File: src/rtl/paddle_input_ctrl.sv
// Paddle input front end: two-flop synchronizers, per-button debounce FSMs,
// up/down conflict resolution and a once-per-frame latch on the vblank falling edge.
// Optional build macro: PADDLE_AI_EN adds ai_en/ball_vpos/paddle_center and an
// auto-tracking command source that replaces the buttons while ai_en=1.

// Debounce FSM for one synchronized button.
//   state        | meaning
//   RELEASED     | button debounced low
//   PRESS_WAIT   | synced high, counting stable cycles toward PRESSED
//   PRESSED      | button debounced high
//   RELEASE_WAIT | synced low, counting stable cycles toward RELEASED
module paddle_debounce #(
  parameter int DEBOUNCE_CYCLES = 500000,
  parameter int CNT_W           = 19
) (
  input  logic clk,
  input  logic rst_n,
  input  logic synced,
  output logic stable
);

  typedef enum logic [1:0] {
    RELEASED     = 2'd0,
    PRESS_WAIT   = 2'd1,
    PRESSED      = 2'd2,
    RELEASE_WAIT = 2'd3
  } db_state_t;

  localparam logic [CNT_W-1:0] CNT_LAST = CNT_W'(DEBOUNCE_CYCLES - 1);
  localparam logic [CNT_W-1:0] CNT_MAX  = '1;

  db_state_t        state, state_nxt;
  logic [CNT_W-1:0] cnt, cnt_nxt;
  logic             stable_nxt;

  // State, counter and stable-level registers.
  always_ff @(posedge clk or negedge rst_n) begin
    if (!rst_n) begin
      state  <= RELEASED;
      cnt    <= '0;
      stable <= 1'b0;
    end else begin
      state  <= state_nxt;
      cnt    <= cnt_nxt;
      stable <= stable_nxt;
    end
  end

  // Next-state logic; any bounce in a WAIT state drops back and clears progress.
  always_comb begin
    state_nxt = state;
    cnt_nxt   = cnt;
    case (state)
      RELEASED: begin
        if (synced) begin
          state_nxt = PRESS_WAIT;
          cnt_nxt   = '0;
        end
      end
      PRESS_WAIT: begin
        if (!synced) begin
          state_nxt = RELEASED;
          cnt_nxt   = '0;
        end else if (cnt == CNT_LAST) begin
          state_nxt = PRESSED;
          cnt_nxt   = '0;
        end else if (cnt != CNT_MAX) begin
          cnt_nxt = cnt + 1'b1;
        end
      end
      PRESSED: begin
        if (!synced) begin
          state_nxt = RELEASE_WAIT;
          cnt_nxt   = '0;
        end
      end
      RELEASE_WAIT: begin
        if (synced) begin
          state_nxt = PRESSED;
          cnt_nxt   = '0;
        end else if (cnt == CNT_LAST) begin
          state_nxt = RELEASED;
          cnt_nxt   = '0;
        end else if (cnt != CNT_MAX) begin
          cnt_nxt = cnt + 1'b1;
        end
      end
      default: begin
        state_nxt = RELEASED;
        cnt_nxt   = '0;
      end
    endcase
    stable_nxt = (state_nxt == PRESSED) || (state_nxt == RELEASE_WAIT);
  end

endmodule

module paddle_input_ctrl #(
  parameter int DEBOUNCE_CYCLES = 500000,
  parameter int CNT_W           = 19
`ifdef PADDLE_AI_EN
  , parameter int AI_DEADBAND   = 4
`endif
) (
  input  logic        clk,
  input  logic        rst_n,
  input  logic        btn_up_raw,
  input  logic        btn_down_raw,
  input  logic        vblank,
`ifdef PADDLE_AI_EN
  input  logic        ai_en,
  input  logic [10:0] ball_vpos,
  input  logic [10:0] paddle_center,
`endif
  output logic        up,
  output logic        down,
  output logic        up_stable,
  output logic        down_stable
);

  logic [1:0] up_sync, down_sync;
  logic       vblank_d;
  logic       res_up, res_down;

  // Two-flop synchronizers for the asynchronous button pins.
  always_ff @(posedge clk or negedge rst_n) begin
    if (!rst_n) begin
      up_sync   <= 2'b00;
      down_sync <= 2'b00;
    end else begin
      up_sync   <= {up_sync[0], btn_up_raw};
      down_sync <= {down_sync[0], btn_down_raw};
    end
  end

  paddle_debounce #(.DEBOUNCE_CYCLES(DEBOUNCE_CYCLES), .CNT_W(CNT_W)) u_db_up (
    .clk    (clk),
    .rst_n  (rst_n),
    .synced (up_sync[1]),
    .stable (up_stable)
  );

  paddle_debounce #(.DEBOUNCE_CYCLES(DEBOUNCE_CYCLES), .CNT_W(CNT_W)) u_db_down (
    .clk    (clk),
    .rst_n  (rst_n),
    .synced (down_sync[1]),
    .stable (down_stable)
  );

`ifdef PADDLE_AI_EN
  // Zero-extended to 12 bits so adding the dead band cannot overflow.
  logic [11:0] ball_ext, center_ext, band_ext;
  assign ball_ext   = {1'b0, ball_vpos};
  assign center_ext = {1'b0, paddle_center};
  assign band_ext   = 12'(AI_DEADBAND);
`endif

  // Command resolution: both buttons held cancel to no motion.
  always_comb begin
    res_up   = up_stable & ~down_stable;
    res_down = down_stable & ~up_stable;
`ifdef PADDLE_AI_EN
    if (ai_en) begin
      res_up   = (ball_ext + band_ext) < center_ext;
      res_down = ball_ext > (center_ext + band_ext);
    end
`endif
  end

  // Latch commands once per frame at the start of active video.
  always_ff @(posedge clk or negedge rst_n) begin
    if (!rst_n) begin
      vblank_d <= 1'b0;
      up       <= 1'b0;
      down     <= 1'b0;
    end else begin
      vblank_d <= vblank;
      if (vblank_d && !vblank) begin
        up   <= res_up;
        down <= res_down;
      end
    end
  end

endmodule

File: config.mk
export PLATFORM = sky130hd
export DESIGN_NAME = paddle_input_ctrl
export DESIGN_NICKNAME = d
export VERILOG_FILES = /design/src/rtl/paddle_input_ctrl.sv
export SDC_FILE = /design/constraint.sdc
export NUM_CORES = 1
export LEC_CHECK = 0
export ABC_AREA = 0
export BUFFER_PORTS_ARGS = -buffer_cell sky130_fd_sc_hd__buf_2
export CAP_MARGIN = 15
export CELL_PAD_IN_SITES_DETAIL_PLACEMENT = 1
export CELL_PAD_IN_SITES_GLOBAL_PLACEMENT = 2
export CORE_MARGIN = 2
export CORE_UTILIZATION = 43
export CTS_BUF_LIST = sky130_fd_sc_hd__clkbuf_16
export CTS_CLUSTER_DIAMETER = 100
export DETAILED_ROUTE_END_ITERATION = 6
export PLACE_DENSITY_LB_ADDON = 0.1
export RECOVER_POWER = 25
export SLEW_MARGIN = 25
export SYNTH_ARGS = -nofsm -noshare
export SYNTH_HDL_FRONTEND = slang
export SYNTH_SLANG_ARGS = --single-unit
File: constraint.sdc
create_clock -name clk -period 4.5 [get_ports clk]
set_input_delay 0.9 -clock clk [delete_from_list [all_inputs] [get_ports clk]]
set_output_delay 0.9 -clock clk [all_outputs]
set_load 0.005 [all_outputs]
### Word level (Yosys, flattened, before mapping)

Cells that the tools add are included.

* word-level logic and storage cells: 71
* bits in registers: 51
* output and inout bits: 4
* input port bits: 5

* bitwise operators: 4
* reductions and logical operators: 8
* equality and inequality tests: 18
* $add $sub $neg: 2
* multiplexer cells: 28

Operators by type and width (count)
* $mux W19: 12
* $pmux W19 S4: 2
* $add A19 B1 Y19 const B: 2
* $eq A19 B19 Y1 const B: 2
* $ne A19 B19 Y1 const B: 2
* $mux W2: 12
* $eq A2 B2 Y1 const B: 8
* $pmux W2 S4: 2
* $ne A2 B2 Y1 const B: 4
* $eq A2 B1 Y1 const B: 2
* $logic_not A2 Y1: 2
* $reduce_and A2 Y1: 2
* $and A1 B1 Y1: 2
* $logic_or A1 B1 Y1: 2
* $not A1 Y1: 2
* $logic_and A1 B1 Y1: 1
* $logic_not A1 Y1: 1

### Depth between registers and ports, before layout

Gate-level depths: netlist of the first run.

* depth after elaboration: 6
* mapped depth: 9
* gate-level depth less buffers: 6

### Modules after synthesis

A second synthesis of the first run with hierarchy kept.

* cells, all modules: 286
* area, all modules: 2877.8 um2

Modules (own cells, without submodules)
* paddle_debounce: cells each 137, area an instance 1322.5 um2, instances 2, sequential area each 550.5 um2
* paddle_input_ctrl: cells each 12, area an instance 232.7 um2, instances 1, sequential area each 175.2 um2

### Worst setup path before layout of the first run

Ideal clock, no wire load.

* path kind: flip-flop to flip-flop
* start: register u_db_up.cnt[0]
* end: register u_db_up.cnt[11]
* data arrival time: 1905 ps
* clock period less this slack: 2031 ps
* data required time: 4374 ps
* buffers on the path: 2
* setup time: 126 ps
* path slack: 2469 ps
* cell stages (with the launch flop): 9
* cells stage by stage: dfrtp_1 ha_1 and3_1 buf_6 and4_1 buf_6 a211o_1 and3_1 a221o_1

* word-level cells in the longest chain between the ends: 5
* elaborated cells between the ends (all ways): 8
* those cells by class: add/sub (1); eq/ne (2); mux (5)

Ends and longest elaborated chain
* start: declaration: line 33 `logic [CNT_W-1:0] cnt, cnt_nxt;`
* start signal: assignment: line 44 `cnt <= cnt_nxt;`
* $add A19 B1 Y19 / $ne A19 B19 Y1 (equally long branches)
* $mux W19: line 67, 84
* $mux W19 *: line 81 `end else if (cnt == CNT_LAST) begin`
* $mux W19, on equally long branches: line 78, 61
* $pmux W19 S4 *: line 53 `case (state)`

Mark *: on every way between the ends. The rest lies on a longest branch, timed or not.
A chain may end at the register's enable or synchronous reset.

### Worst setup path after layout of the first run

* start: register u_db_up.cnt[0]
* end: register u_db_up.cnt[4]

Same word-level chain as after synthesis.

==> results by group, run 1 <==
Synth
  – Post-Synthesis Cell Area: around 0.0029 mm2
  – Async SR Flop Fraction: 100%
  – Post-synthesis simple-gate area fraction: a little under a quarter
  – Mean Syn Cell Area: 9.34 um2
  – Post-Synth Adder-Cell Area: 0.873%
  – Sequential-to-total area share from yosys stat: 44.5%
  – Cell count after synthesis: approximately 300
  – Largest family of logic cells by synthesized area: compound AO/OA/AOI/OAI gates
  – Synth Area in XOR/XNOR: less than 1%
  – Synth Area in Compound Gates: between 20% and 30%
  – Multiplexer area fraction after synthesis: 1.57%
  – Synth Net Count: roughly 310
  – Yosys warns: 0
  – Synth Flop Type: dfrtp_1
  – Register bit total from synthesis: around 50
  – EDFF count, synth: 0
  – Synth cell types: 57

Final layout
  – Area Growth Syn to Fin: 6.33%
  – Most frequent cells in the layout: dfrtp_1 (51), a31oi_1 (31), nand2_1 (24), a21oi_1 (24), nor2_1 (18)
  – Layout cells sized above 1: about a tenth
  – Most common cell after layout, fill and taps aside: dfrtp_1
  – Ant. Diodes: 0
  – Fill cells: between 700 and 800
  – Nets: around 310

STA
  – RSZ-0062 raised after global routing: no
  – Measured slew at the worst slew-check pin: 0.742 ns
  – Peak Freq: between 0.4 and 0.5 GHz
  – Final setup TNS: 0 ns
  – Setup Skew: 0.00436 ns
  – Fin crit share: between 50% and 60%
  – Minimum clock period: 2.45 ns
  – Final hold violation count: 0
  – Slew headroom: 50.5%
  – Endpoints failing setup: 0
  – Pins over their slew limit: 0

Pwr
  – Peak supply drop: between 0.2 and 0.25 mV
  – Gate power share: 6.9%
  – Total power: 920 uW
  – Clock share of power: roughly two fifths
  – Power density over the cells: roughly 300 mW/mm2
  – Power Internal: approximately 700 uW
  – Reg power frac: a little over half
  – Net Sw Power: 223 uW
  – P_leak: 0.00121 uW
  – Switching Fraction: between 20% and 30%

Clocking
  – CTS Buf Count: 5
  – CTS resizes: 0
  – Root Buffer: clkbuf_16
  – Clock sinks: 51
  – CTS hold repair buffers: 0
  – CTS HTree Levels: 2
  – Setup Buffers After CTS: 0
  – Clock Latency Late Sink: 0.28 ns
  – CTS tree: yes
  – Clock-pin slew on the worst setup and hold paths: 0.07 ns
  – Clock Tree Buf Depth: 2

Global routing
  – Initial antenna violation count: 0
  – First-pass GRT wire length: ~12 mm
  – Vias in the first global route: around 2400
  – Largest net degree at the start of global routing: 52
  – GR Util All Layers: around a fifth
  – Gr ovfl total: 0

Drt
  – First-pass detailed-route iteration total: 4
  – DR vias: between 2000 and 2500
  – Post-route DRC: 0
  – Starting DRC count in detailed routing: 133
  – WL/cell: between 15 and 20 um
  – Drt via density: 6.37
  – Routed WL: ~7.2 mm
  – Antenna viol nets, final: 0

Die
  – Die ar.: between 0.007 and 0.008 mm2
  – Width of the die: around 86 um
  – Initial Utilization: 44.9%
  – Die Span Y: roughly 86 um
  – Row count: 29
  – Core box area: roughly 0.0064 mm2
  – IO Pins: 9

Critical path
  – Worst path cell trace: ha_1, and3_1, nand3_2, o31a_1, buf_4, nor2_1, o22ai_1
  – Largest stage delay on the critical path: about 0.51 ns
  – CP Data Arrival Time: roughly 2.6 ns
  – CP max FO: 20
  – CP endpoint kind: flip-flop
  – Critical path buffers and inverters: 1
  – WP data required: approximately 4.7 ns
  – Top delay family on crit path: simple AND/OR/NAND/NOR gates
  – CP Launch Type: flip-flop
  – Crit Path Class: reg -> reg
  – Crit path max-delay cell type: o31a_1

Place
  – HPWL Detailed: between 4 and 5 mm
  – Gp weighted congestion: ~0.8
  – PortBufs: 8

Run status
  – Status: finished clean

Flow run
  – Max_cap viols: 0

Hold path
  – Tightest Hold Check Type: reg -> reg
==> through the flow <==
step | cell area (um2) | hold slack, ns | instances | worst slack [ns] | utilization (%)
final | 3050 | 0.356 | 384 | 2.05 | 47.7
after global routing | 3050 | 0.361 | 384 | 1.86 | 47.7
after CTS | 3050 | 0.361 | 384 | 2.06 | 47.8
after detailed placement | 2910 | 0.336 | 376 | 2.07 | 45.6
after global placement | 2910 | 0.333 | 376 | 2.14 | 45.6
after floorplan | 2870 | 0.331 | 307 | 2.47 | -
==> power groups by stage <==
stage          combinational (uW)  sequential [uW]  clock [uW]
5_1_grt                      72.4              495         403
4_1_cts                      65.5              492         380
6_report                     63.6              492         365
3_5_place_dp                 64.6              501           0
2_1_floorplan                43.4              496           0
3_3_place_gp                 64.0              499           0
==> kinds of logic (layout without fill, tap and decap cells) <==
group / after synthesis / count (layout)
flip-flops: 51 / 51
buffers and inverters: 25 / 25
adder cells (fa/ha/maj): 2 / 2
AND/OR/NAND/NOR: 116 / 116
multiplexers: 4 / 4
XOR/XNOR: 2 / 2
AO/OA/AOI/OAI: 107 / 107
==> synthesized netlist by cell type (6+ instances only) <==
| cell type | n | area share [%] |
|---|---|---|
| o21ai_1 | 15 | 2.6 |
| buf_2 | 6 | 1.0 |
| o21ai_0 | 6 | 1.0 |
| nand4_1 | 10 | 2.2 |
| nand2_1 | 24 | 3.1 |
| nand3_1 | 14 | 2.4 |
| dfrtp_1 | 51 | 45 |
| a31oi_1 | 31 | 6.8 |
| and4_1 | 7 | 2.1 |
| nor2_1 | 18 | 2.4 |
| a21oi_1 | 24 | 4.2 |
| clkbuf_1 | 7 | 0.92 |
| and3_1 | 8 | 1.7 |
| inv_1 | 7 | 0.92 |
==> flip-flops by register name, summed over array words and instances (netlist names) <==
signal / flops
up: 1
u_db_down.stable: 1
u_db_up.stable: 1
down: 1
vblank_d: 1
u_db_down.cnt: 19
u_db_down.state: 2
up_sync: 2
u_db_up.state: 2
down_sync: 2
u_db_up.cnt: 19
==> path summary, 6_finish.rpt <==
kind / startpoint / slack, ns / to / depth (start not counted)
setup / recovery: u_db_up.cnt[0] / 2.05 / u_db_up.cnt[4] / 7
hold / removal: up_sync[0] / 0.36 / up_sync[1] / 0
setup reg to reg: u_db_up.cnt[0] / 2.05 / u_db_up.cnt[4] / 7
hold reg to reg: up_sync[0] / 0.36 / up_sync[1] / 0
max in group asynchronous: rst_n / 3.34 / u_db_up.cnt[6] / 2
min in group asynchronous: rst_n / 0.72 / u_db_up.cnt[13] / 2
==> layout make-up <==
class                   count  area, um2  share of cell area, %
inverters                   7       26.3                  0.862
well taps                  77       96.3                   3.16
clock inverters             3       15.0                  0.492
flip-flops and latches     51       1280                   41.9
repair buffers             10       53.8                   1.76
clock buffers               5        125                   4.10
multi-input cells         231       1460                   47.8
==> per-layer routing <==
layer / wire length, um / share of wire [%] / track usage, % / vias up
li1: - / - / - / 1172
met1: 3710 / 52 / 31.7 / 1237
met2: 3170 / 44 / 31.0 / 31
met3: 208 / 2.9 / 3.37 / 6
met4: 67 / 0.94 / 4.47 / 0
met5: 0 / 0 / 0 / -
(Power assumes the default switching activity.)
==> run 2: changes to the inputs <==
--- a/config.mk
+++ b/config.mk
@@ -5,13 +5,13 @@
 export SDC_FILE = /design/constraint.sdc
 export NUM_CORES = 1
 export LEC_CHECK = 0
-export ABC_AREA = 0
+export ABC_AREA = 1
 export BUFFER_PORTS_ARGS = -buffer_cell sky130_fd_sc_hd__buf_2
 export CAP_MARGIN = 15
 export CELL_PAD_IN_SITES_DETAIL_PLACEMENT = 1
 export CELL_PAD_IN_SITES_GLOBAL_PLACEMENT = 2
 export CORE_MARGIN = 2
-export CORE_UTILIZATION = 43
+export CORE_UTILIZATION = 36
 export CTS_BUF_LIST = sky130_fd_sc_hd__clkbuf_16
 export CTS_CLUSTER_DIAMETER = 100
 export DETAILED_ROUTE_END_ITERATION = 6
==> constraint.sdc (replaced) <==
create_clock -name clk -period 2.27 [get_ports clk]
set_input_delay 0.454 -clock clk [delete_from_list [all_inputs] [get_ports clk]]
set_output_delay 0.454 -clock clk [all_outputs]
set_load 0.005 [all_outputs]
==> results by group, run 2 <==
Synth
  – Mean Syn Cell Area: 7.20 um2 (-23%)
  – Cell count after synthesis: 445 (+45%)
  – Synth cell types: 29 (-49%)
  – Largest cells by area after synthesis: dfrtp_1 (40%), nand2_1 (15%), nand3_1 (7.5%), inv_1 (6.1%), nor2_1 (4.7%)
  – Top-count cell post-synth: nand2_1
  – Multiplexer area fraction after synthesis: 0% (-1.6 points)
  – Async SR Flop Fraction: 100% (unchanged)
  – Register bit total from synthesis: 51 (unchanged)
  – Synth top area share: 39.8% (-4.7 points)
  – Synth Area in XOR/XNOR: 0.820% (+0.21 points)
  – Sequential-to-total area share from yosys stat: 39.8% (-4.7 points)
  – Largest family of logic cells by synthesized area: simple AND/OR/NAND/NOR gates
  – Yosys warns: 0 (unchanged)
  – Post-Synth Adder-Cell Area: 0.781% (-0.092 points)
  – Synth cell count leaders: nand2_1 (132), inv_1 (52), dfrtp_1 (51)
  – Post-synthesis simple-gate area fraction: 40.8% (+17 points)
  – Synth Flop Type: dfrtp_1
  – Area leader, netlist: dfrtp_1
  – Post-Synthesis Cell Area: 0.00320 mm2 (+12%)
  – Synth Area in Compound Gates: 8.94% (-15 points)
  – EDFF count, synth: 0 (unchanged)
  – Synth Net Count: 452 (+44%)

Global routing
  – Vias in the first global route: 2961 (+22%)
  – Gr ovfl total: 0 (unchanged)
  – First-pass GRT wire length: 14.4 mm (+17%)
  – Initial antenna violation count: 0 (unchanged)
  – Largest net degree at the start of global routing: 27 (-48%)
  – GR Util All Layers: 18.3% (-2.4 points)

Clocking
  – CTS tree: yes
  – Root Buffer: clkbuf_16
  – CTS HTree Levels: 2 (unchanged)
  – CTS hold repair buffers: 0 (unchanged)
  – Clock Tree Buf Depth: 2 (unchanged)
  – CTS resizes: 0 (unchanged)
  – Clock-pin slew on the worst setup and hold paths: 0.08 ns (about the same)
  – Clock Latency Late Sink: 0.29 ns (about the same)
  – Setup Buffers After CTS: 0 (unchanged)
  – Clock sinks: 51 (unchanged)
  – CTS Buf Count: 5 (unchanged)

Critical path
  – WP data required: 2.43 ns (-2.23 ns)
  – Largest stage delay on the critical path: 0.43 ns (-0.08 ns)
  – Crit path max-delay cell type: dfrtp_1
  – Worst path cell trace: ha_1, nand2_2, nor2_4, nand2_4, nor2_4, nand3_4, nand2_1, nand2_1, nand3_1, o21ai_0
  – CP max FO: 22 (+10%)
  – CP endpoint kind: flip-flop
  – CP Launch Type: flip-flop
  – CP Data Arrival Time: 2.08 ns (-0.53 ns)
  – Critical path buffers and inverters: 0 (-1)
  – Top delay family on crit path: simple AND/OR/NAND/NOR gates
  – Crit Path Class: reg -> reg

STA
  – WHS: 0.265 ns (-0.0911 ns)
  – Endpoints failing setup: 0 (unchanged)
  – Setup Skew: 0.00534 ns (+0.000984 ns)
  – Fin crit share: 84.9% (+30 points)
  – Slew headroom: 17.4% (-33 points)
  – Peak Freq: 0.519 GHz (+27%)
  – Pins over their slew limit: 0 (unchanged)
  – RSZ-0062 raised after global routing: no
  – Final setup TNS: 0 ns (unchanged)
  – Final hold violation count: 0 (unchanged)
  – Minimum clock period: 1.93 ns (-0.526 ns)
  – Worst setup margin: 0.342 ns (-1.70 ns)
  – Measured slew at the worst slew-check pin: 1.24 ns (+0.497 ns)

Final layout
  – Layout cells sized above 1: 11.4% (+1.3 points)
  – Nets: 463 (+48%)
  – Footprint of the multi-input gates: 0.00165 mm2 (+13%)
  – Ant. Diodes: 0 (unchanged)
  – Fin util: 40.3% (-7.5 points)
  – Most frequent cells in the layout: nand2_1 (132), inv_1 (52), dfrtp_1 (51)
  – Fill cells: 1151 (+58%)
  – Most common cell after layout, fill and taps aside: nand2_1
  – Sequential cell area: 0.00128 mm2 (unchanged)
  – Area Growth Syn to Fin: 9.06%
  – Largest registers: u_db_down.cnt x19, u_db_up.cnt x19

Drt
  – Starting DRC count in detailed routing: 57 (-57%)
  – WL/cell: 14.9 um (-20%)
  – Drt via density: 5.05 (-21%)
  – First-pass detailed-route iteration total: 4 (unchanged)
  – Post-route DRC: 0 (unchanged)
  – DR vias: 2851 (+17%)
  – Routed WL: 8.41 mm (+18%)
  – Antenna viol nets, final: 0 (unchanged)

Place
  – PortBufs: 8 (unchanged)
  – Gp weighted congestion: 0.790 (-2.0%)
  – Dpl ws: 0.375 ns (-1.70 ns)
  – HPWL Detailed: 6.24 mm (+28%)

Pwr
  – Peak supply drop: 0.340 mV (+39%)
  – P_leak: 0.00156 uW (+29%)
  – Power density over the cells: 520 mW/mm2 (+72%)

Die
  – IO Pins: 9 (unchanged)
  – Die Span Y: 98.3 um (+15%)
  – Core box area: 0.00868 mm2 (+36%)
  – Initial Utilization: 36.9% (-8.0 points)
  – Width of the die: 98.3 um (+15%)
  – Die ar.: 0.00967 mm2 (+32%)
  – Row count: 34 (+17%)

Run status
  – Status: finished clean

Flow run
  – Max_cap viols: 0 (unchanged)

Hold path
  – Tightest Hold Check Type: in -> reg
-- run 2: logic make-up (layout without fill, tap and decap cells) --
kind of cell               Yosys count  in the layout
AOI/OAI and AO/OA                   55             55
xor gates and xnor gates             3              3
adders and majority gates            2              2
buffers and inverters               63             75
DFF                                 51             51
and+or+nand+nor                    271            271
-- run 2: layout make-up --
| type | count | area share, % |
|---|---|---|
| multi-input cells | 331 | 47.1 |
| flip-flops and latches | 51 | 36.5 |
| inverters | 55 | 5.91 |
| well taps | 108 | 3.87 |
| clock buffers | 5 | 3.58 |
| repair buffers | 12 | 2.22 |
| clock inverters | 3 | 0.823 |
-- run 2: path summary, 6_finish.rpt --
| check | start | end | slack, ns | cells after the start |
|---|---|---|---|---|
| max | u_db_up.cnt[0] | u_db_up.cnt[9] | 0.34 | 10 |
| min | btn_down_raw | down_sync[0] | 0.26 | 1 |
| max reg2reg | u_db_up.cnt[0] | u_db_up.cnt[9] | 0.34 | 10 |
| min reg2reg | down_sync[0] | down_sync[1] | 0.35 | 0 |
| max in group asynchronous | rst_n | u_db_up.cnt[4] | 0.80 | 2 |
| min in group asynchronous | rst_n | u_db_down.cnt[5] | 0.41 | 1 |
-- run 2: per-layer routing --
metal | global-route usage, % | part of all wire, % | vias to the layer above | wire length [um]
li1 | - | - | 1451 | -
met1 | 21.8 | 45 | 1392 | 3750
met2 | 35.1 | 54 | 4 | 4540
met3 | 1.93 | 0.67 | 4 | 56
met4 | 4.32 | 0.77 | 0 | 65
met5 | 0 | 0 | - | 0
-- run 2: per-stage QoR --
| stage | area [um2] | power, uW | instances |
|---|---|---|---|
| after floorplan | 3200 | 996 | 445 |
| after global placement | 3350 | 1040 | 557 |
| after detailed placement | 3350 | 1050 | 557 |
| after CTS | 3500 | 1860 | 565 |
| after global routing | 3490 | 1900 | 565 |
| final | 3490 | 1820 | 565 |
-- run 2: power breakdown --
| part | switching [uW] | internal [uW] | total [uW] |
|---|---|---|---|
| registers | 11.1 | 919 | 930 |
| clock network | 374 | 422 | 796 |
| logic | 67.7 | 24.8 | 92.4 |
| total | 453 | 1370 | 1820 |
-- run 2: worst reg2reg max path, stage by stage, from the launching register on --
cell and delay, ns:
dfrtp_1 0.43, ha_1 0.27, nand2_2 0.08, nor2_4 0.13
nand2_4 0.08, nor2_4 0.12, nand3_4 0.26, nand2_1 0.17
nand2_1 0.07, nand3_1 0.08, o21ai_0 0.09
